### src/rtl/vga_timing_pkg.sv
// VGA 640x480@60 timing constants and sync receiver state encoding.
// Shared by vgaSync and vga_sync_rx.
package vga_timing_pkg;

  localparam int H_TOTAL     = 800;
  localparam int H_SYNC      = 96;
  localparam int H_BP        = 48;
  localparam int H_ACT       = 640;
  localparam int V_TOTAL     = 525;
  localparam int V_SYNC      = 2;
  localparam int V_BP        = 33;
  localparam int V_ACT       = 480;
  localparam int LOCK_FRAMES = 2;

  typedef enum logic [1:0] {
    SEARCH = 2'd0,
    CHECK  = 2'd1,
    LOCKED = 2'd2
  } sync_state_t;

  // CRC-16-CCITT, one byte per call, MSB first
  function automatic logic [15:0] crc16_byte(
    input logic [15:0] crc,
    input logic [7:0]  d
  );
    logic [15:0] c;
    c = crc;
    for (int i = 7; i >= 0; i--) begin
      if (c[15] ^ d[i]) c = (c << 1) ^ 16'h1021;
      else              c = c << 1;
    end
    return c;
  endfunction

endpackage

### src/rtl/sync_edge_meter.sv
// Active-low sync edge detector with saturating counter and
// width/period checks; tick gates counting (1 for H, hfall for V).
module sync_edge_meter
  import vga_timing_pkg::*;
#(
  parameter int TOTAL = 800,
  parameter int SYNC  = 96
) (
  input  logic       clk,
  input  logic       rst,
  input  logic       sig,
  input  logic       tick,
  output logic [9:0] cnt,
  output logic       fall,
  output logic       err
);

  logic        sig_q;
  logic        pend_q;
  logic        first_q;
  logic [9:0]  cnt_q;
  logic        rise;
  logic        clr;
  logic        sat;
  logic [10:0] len;

  assign fall = sig_q & ~sig;
  assign rise = ~sig_q & sig;
  // a fall between ticks restarts the count on the next tick
  assign clr  = tick & (fall | pend_q);
  assign sat  = tick & ~clr & (cnt_q == 10'd1022);
  assign len  = (cnt_q == 10'h3ff) ? 11'd1023
                                   : {1'b0, cnt_q} + 11'd1;

  always_comb begin
    cnt = cnt_q;
    if (clr)
      cnt = '0;
    else if (tick && cnt_q != 10'h3ff)
      cnt = cnt_q + 10'd1;
  end

  assign err = (fall & ~first_q & (len != 11'(TOTAL)))
             | (rise & (cnt_q != 10'(SYNC - 1)))
             | sat;

  always_ff @(posedge clk) begin
    if (rst) begin
      sig_q   <= 1'b1;
      pend_q  <= 1'b0;
      first_q <= 1'b1;
      cnt_q   <= '0;
    end else begin
      sig_q  <= sig;
      cnt_q  <= cnt;
      pend_q <= (fall | pend_q) & ~tick;
      if (fall)     first_q <= 1'b0;
      else if (sat) first_q <= 1'b1;
    end
  end

endmodule

### src/rtl/vga_sync_rx.sv
// VGA sync receiver: measures hs/vs, locks, regenerates hc/vc/de.
// Optional SYNC_RX_PIXEL_CRC_EN adds a per-frame CRC of active pixels.
module vga_sync_rx #(
  parameter int H_TOTAL     = vga_timing_pkg::H_TOTAL,
  parameter int H_SYNC      = vga_timing_pkg::H_SYNC,
  parameter int H_BP        = vga_timing_pkg::H_BP,
  parameter int H_ACT       = vga_timing_pkg::H_ACT,
  parameter int V_TOTAL     = vga_timing_pkg::V_TOTAL,
  parameter int V_SYNC      = vga_timing_pkg::V_SYNC,
  parameter int V_BP        = vga_timing_pkg::V_BP,
  parameter int V_ACT       = vga_timing_pkg::V_ACT,
  parameter int LOCK_FRAMES = vga_timing_pkg::LOCK_FRAMES
) (
  input  logic        clk,
  input  logic        rst,
  input  logic        hs,
  input  logic        vs,
  input  logic [7:0]  rgb,
  output logic        locked,
  output logic [9:0]  hc_rx,
  output logic [9:0]  vc_rx,
  output logic        de,
  output logic        frame_start,
  output logic        h_err,
  output logic        v_err,
  output logic [15:0] frame_crc
);
  import vga_timing_pkg::*;

  localparam int HA0 = H_SYNC + H_BP;
  localparam int VA0 = V_SYNC + V_BP;

  sync_state_t state_q, state_d;
  logic [3:0]  good_q, good_d;
  logic        bad_q, bad_d;
  logic [9:0]  h_cnt, v_cnt;
  logic        hfall, vfall;
  logic        h_raw, v_raw;
  logic        any_err;

  sync_edge_meter #(.TOTAL(H_TOTAL), .SYNC(H_SYNC)) u_h (
    .clk  (clk),
    .rst  (rst),
    .sig  (hs),
    .tick (1'b1),
    .cnt  (h_cnt),
    .fall (hfall),
    .err  (h_raw)
  );

  sync_edge_meter #(.TOTAL(V_TOTAL), .SYNC(V_SYNC)) u_v (
    .clk  (clk),
    .rst  (rst),
    .sig  (vs),
    .tick (hfall),
    .cnt  (v_cnt),
    .fall (vfall),
    .err  (v_raw)
  );

  assign h_err       = ~rst & (state_q != SEARCH) & h_raw;
  assign v_err       = ~rst & (state_q != SEARCH) & v_raw;
  assign any_err     = h_err | v_err;
  assign frame_start = ~rst & vfall;
  assign locked      = (state_q == LOCKED);
  assign hc_rx       = rst ? '0 : h_cnt;
  assign vc_rx       = rst ? '0 : v_cnt;

  assign de = locked
            & (h_cnt >= 10'(HA0)) & (h_cnt <= 10'(HA0 + H_ACT - 1))
            & (v_cnt >= 10'(VA0)) & (v_cnt <= 10'(VA0 + V_ACT - 1));

  always_comb begin
    state_d = state_q;
    good_d  = good_q;
    bad_d   = bad_q;
    unique case (state_q)
      SEARCH: if (vfall) begin
        state_d = CHECK;
        good_d  = '0;
        bad_d   = 1'b0;
      end
      CHECK: begin
        if (any_err) begin
          bad_d  = 1'b1;
          good_d = '0;
        end
        if (vfall) begin
          bad_d = 1'b0;
          if (any_err || bad_q) begin
            good_d = '0;
          end else if (good_q + 4'd1 == 4'(LOCK_FRAMES)) begin
            state_d = LOCKED;
            good_d  = '0;
          end else begin
            good_d = good_q + 4'd1;
          end
        end
      end
      LOCKED: if (any_err) begin
        state_d = SEARCH;
        good_d  = '0;
      end
      default: state_d = SEARCH;
    endcase
  end

  always_ff @(posedge clk) begin
    if (rst) begin
      state_q <= SEARCH;
      good_q  <= '0;
      bad_q   <= 1'b0;
    end else begin
      state_q <= state_d;
      good_q  <= good_d;
      bad_q   <= bad_d;
    end
  end

`ifdef SYNC_RX_PIXEL_CRC_EN
  logic [15:0] crc_q;
  logic [15:0] frame_crc_q;

  always_ff @(posedge clk) begin
    if (rst) begin
      crc_q       <= 16'hFFFF;
      frame_crc_q <= '0;
    end else if (frame_start) begin
      frame_crc_q <= crc_q;
      crc_q       <= 16'hFFFF;
    end else if (de) begin
      crc_q <= crc16_byte(crc_q, rgb);
    end
  end

  assign frame_crc = frame_crc_q;
`else
  logic unused_rgb;
  assign unused_rgb = ^rgb;
  assign frame_crc  = '0;
`endif

endmodule

### config.mk
export PLATFORM = sky130hd
export DESIGN_NAME = vga_sync_rx
export DESIGN_NICKNAME = d
export VERILOG_FILES = /design/src/rtl/vga_timing_pkg.sv /design/src/rtl/sync_edge_meter.sv /design/src/rtl/vga_sync_rx.sv
export SDC_FILE = /design/constraint.sdc
export NUM_CORES = 1
export LEC_CHECK = 0
export CAP_MARGIN = 40
export CORE_UTILIZATION = 35
export DETAILED_ROUTE_END_ITERATION = 7
export DONT_BUFFER_PORTS = 1
export GPL_TIMING_DRIVEN = 0
export SLEW_MARGIN = 10
export SYNTH_ARGS = -nofsm -noshare
export SYNTH_HDL_FRONTEND = slang
export SYNTH_SLANG_ARGS = --single-unit
export TNS_END_PERCENT = 10
### constraint.sdc
create_clock -name clk -period 3.15 [get_ports clk]
set_input_delay 0.63 -clock clk [delete_from_list [all_inputs] [get_ports clk]]
set_output_delay 0.63 -clock clk [all_outputs]
set_load 0.01 [all_outputs]
==> impl_metrics.json <==
{
  "io_buffers": 0,
  "cts_hold_buffers": 0,
  "fp.dieW_um": 86.5,
  "grt_max_degree": 20,
  "pre_cts_ws_ns": -0.126,
  "yosys_warnings": 0,
  "fmax_mhz": 333,
  "synth.area.top_cells": "dfxtp_1 (26%), ha_1 (6.5%), buf_4 (5.7%)",
  "leakagePower_nw": 1.19,
  "r2r_slack_ns": 0.43,
  "crit_start": "u_h.cnt_q[9]$_DFF_P_",
  "worst-setup-path-type": "reg -> out",
  "cap_viol_max_count": 0,
  "synthDistinctLibCells": 65,
  "netlist_instances": 313,
  "start_kind": "flip-flop",
  "drt_iter0_drc": 131,
  "clk_pin_slew_ns": 0.07,
  "grt_pass1_vias": 2055,
  "grt_first_pass_wirelength_um": 9650,
  "place_congestion": 0.861,
  "reg2reg_to": "good_q[1]$_SDFFE_PP0P_",
  "cp.required_ns": 2.52,
  "drtAntennaViolNets": 0,
  "synth_edf_count": 0,
  "area_growth_pct": 14.7,
  "ys.flop_type": "dfxtp_1",
  "setup_slack_ns": 0.147,
  "rows": 30,
  "finalClockSkew_ns": 0.00882,
  "relSlewSlack": 0.586,
  "cts_root_buffer": "clkbuf_8",
  "synthesis.area_um2": 2500,
  "dieArea_um2": 7480,
  "cts_tree": "yes",
  "antenna_found_initial": 0,
  "dpl.hpwl_um": 4400,
  "drc_errors": 0,
  "min_period_ns": 3.00,
  "cts_max_level": 2,
  "peakVddDrop_uv": 136,
  "vias": 2174,
  "initial_utilization": 0.366,
  "cp.arrival_ns": 2.37,
  "pin_count": 53,
  "vias_per_cell": 5.02,
  "grt_overflow": 0,
  "r2r_cells": 12,
  "post_synth.cell_area_avg_um2": 7.99,
  "yosysSeqAreaShare": 0.256,
  "setup.worst_path.end": "h_err",
  "core_area_um2": 6830,
  "r2r_start": "u_h.cnt_q[0]$_DFF_P_",
  "wl_per_cell_um": 13.5,
  "critPathCaptureType": "primary output",
  "crit_fanout": 10,
  "drt_pass1_iterations": 4,
  "cts_buffers": 5,
  "diodes": 0,
  "power.total_mw": 1.12,
  "ys_ff_latch": 32,
  "clk_path_buf_depth": 2,
  "rsz0062_at_grt": "no",
  "worst_slew_pin_slew_ns": 0.619,
  "async_reset_ff_frac": 0,
  "finalHoldViolations": 0,
  "totalWireLength_um": 5830,
  "clkLatencyLatePin_ns": 0.29,
  "status": "completed",
  "setup_viol": 0,
  "die_h_um": 86.5,
  "slew_viol_final": 0,
  "power_density_nw_per_um2": 389,
  "min_path_type": "in -> reg",
  "track_usage": 0.164,
  "fin_crit_sh": 0.953,
  "yosys.area.top_type_share": 0.256,
  "fin_util": 0.420,
  "synth_top_area_cell": "dfxtp_1",
  "final_layout_size_suffix_gt1_frac": 0.214,
  "cts_sinks": 32,
  "final_nets": 361
}
## critical path: stages, from the launching register on
cell and delay, ns:
dfxtp_1 0.33, clkbuf_4 0.19, nand2_2 0.09, nor3_4 0.22
nand2_2 0.09, ha_1 0.19, nand3b_1 0.12, nor3_1 0.06
a21oi_1 0.17, a211oi_1 0.10, o41ai_4 0.53
## per-layer routing
layer	track usage	up-vias	part of all wire
met5	0	-	0
met1	0.219	1000	0.49
met3	0.0371	9	0.046
li1	-	1122	-
met4	0.0591	0	0.017
met2	0.260	43	0.44
## worst min path at each step
stage | start | to | cells past startpoint
after floorplan | bad_q$_SDFFE_PP0P_ | bad_q$_SDFFE_PP0P_ | 1
after global placement | u_v.first_q$_SDFFE_PP1P_ | u_v.first_q$_SDFFE_PP1P_ | 2
after detailed placement | bad_q$_SDFFE_PP0P_ | bad_q$_SDFFE_PP0P_ | 1
after CTS | hs | u_h.sig_q$_SDFF_PP1_ | 1
after global routing | hs | u_h.sig_q$_SDFF_PP1_ | 1
final | hs | u_h.sig_q$_SDFF_PP1_ | 1
## per-stage QoR
stage          hold slack (ns)  cell area [um2]  TNS (ns)  instances
6_report                 0.451             2870         0        433
5_1_grt                  0.436             2870         0        433
4_1_cts                  0.443             2850         0        433
3_5_place_dp             0.494             2680    -0.574        424
3_3_place_gp             0.482             2680    -0.426        424
2_1_floorplan            0.456             2560         0        328
## synth_stat cells, drive strengths merged, types with 5 or more instances
cell	instances
nand2	32
clkbuf	6
inv	13
a31oi	5
nand4	8
a21oi	14
nor3	11
ha	13
a21o	7
xor2	7
nor2	27
dfxtp	32
and3	10
o21ai	13
nand3	13
xnor2	5
buf	26
nand2b	10
## kinds of logic (layout without fill, tap and decap cells)
group / Yosys count / after routing / synth area share
DFF: 32 / 32 / 0.256
muxes: 5 / 5 / 0.0230
buffers and inverters: 45 / 54 / 0.115
other: 1 / 16 / 0.00150
AOI/OAI and AO/OA: 68 / 68 / 0.197
adders and majority gates: 13 / 13 / 0.0651
and+or+nand+nor: 137 / 137 / 0.301
xor gates and xnor gates: 12 / 12 / 0.0420
## flip-flops by register name, summed over array words and instances (netlist names)
signal,cells
u_v.pend_q,1
state_q,2
u_v.cnt_q,10
good_q,4
u_v.sig_q,1
bad_q,1
u_h.first_q,1
u_h.sig_q,1
u_h.cnt_q,10
u_v.first_q,1
## power by group
part           leakage [nW]  internal [mW]  switching, mW  total, mW
clock                0.0510          0.174          0.163      0.338
sequential            0.261          0.430         0.0278      0.458
combinational         0.881          0.131          0.189      0.320
total                  1.19          0.736          0.380       1.12
## repair_timing
| action | in CTS | in global routing |
|---|---|---|
| gates cloned | 0 | 0 |
| buffers inserted | 2 | 0 |
| hold endpoints to repair | 0 | 0 |
| gates resized for setup | 16 | 8 |
| endpoints found under the setup margin | 7 | 2 |
| pin swaps | 2 | 3 |
## cells in the final DEF, fill, tap and decap left out, drive strengths merged, types with 4 or more instances in the layout
master  instances
nand4           8
xnor2           5
nor2           27
nand2          32
ha             13
a31oi           5
nand3          13
a21o            7
buf            25
o21ai          13
and2            4
xor2            7
a211oi          4
dfxtp          32
nand2b         10
conb           16
inv            13
clkbuf         14
and3           10
a21oi          14
or2             4
nor3           11
## cell type report
type	count	area, um2
multi-input combinational	251	1690
sequential	32	646
timing repair buffer	2	15.0
tap	96	120
clock buffer	6	82.6
fill	727	3970
buffer	31	255
clock inverter	2	10.0
inverter	13	48.8
Note: power is estimated with default switching activity, not from simulation.
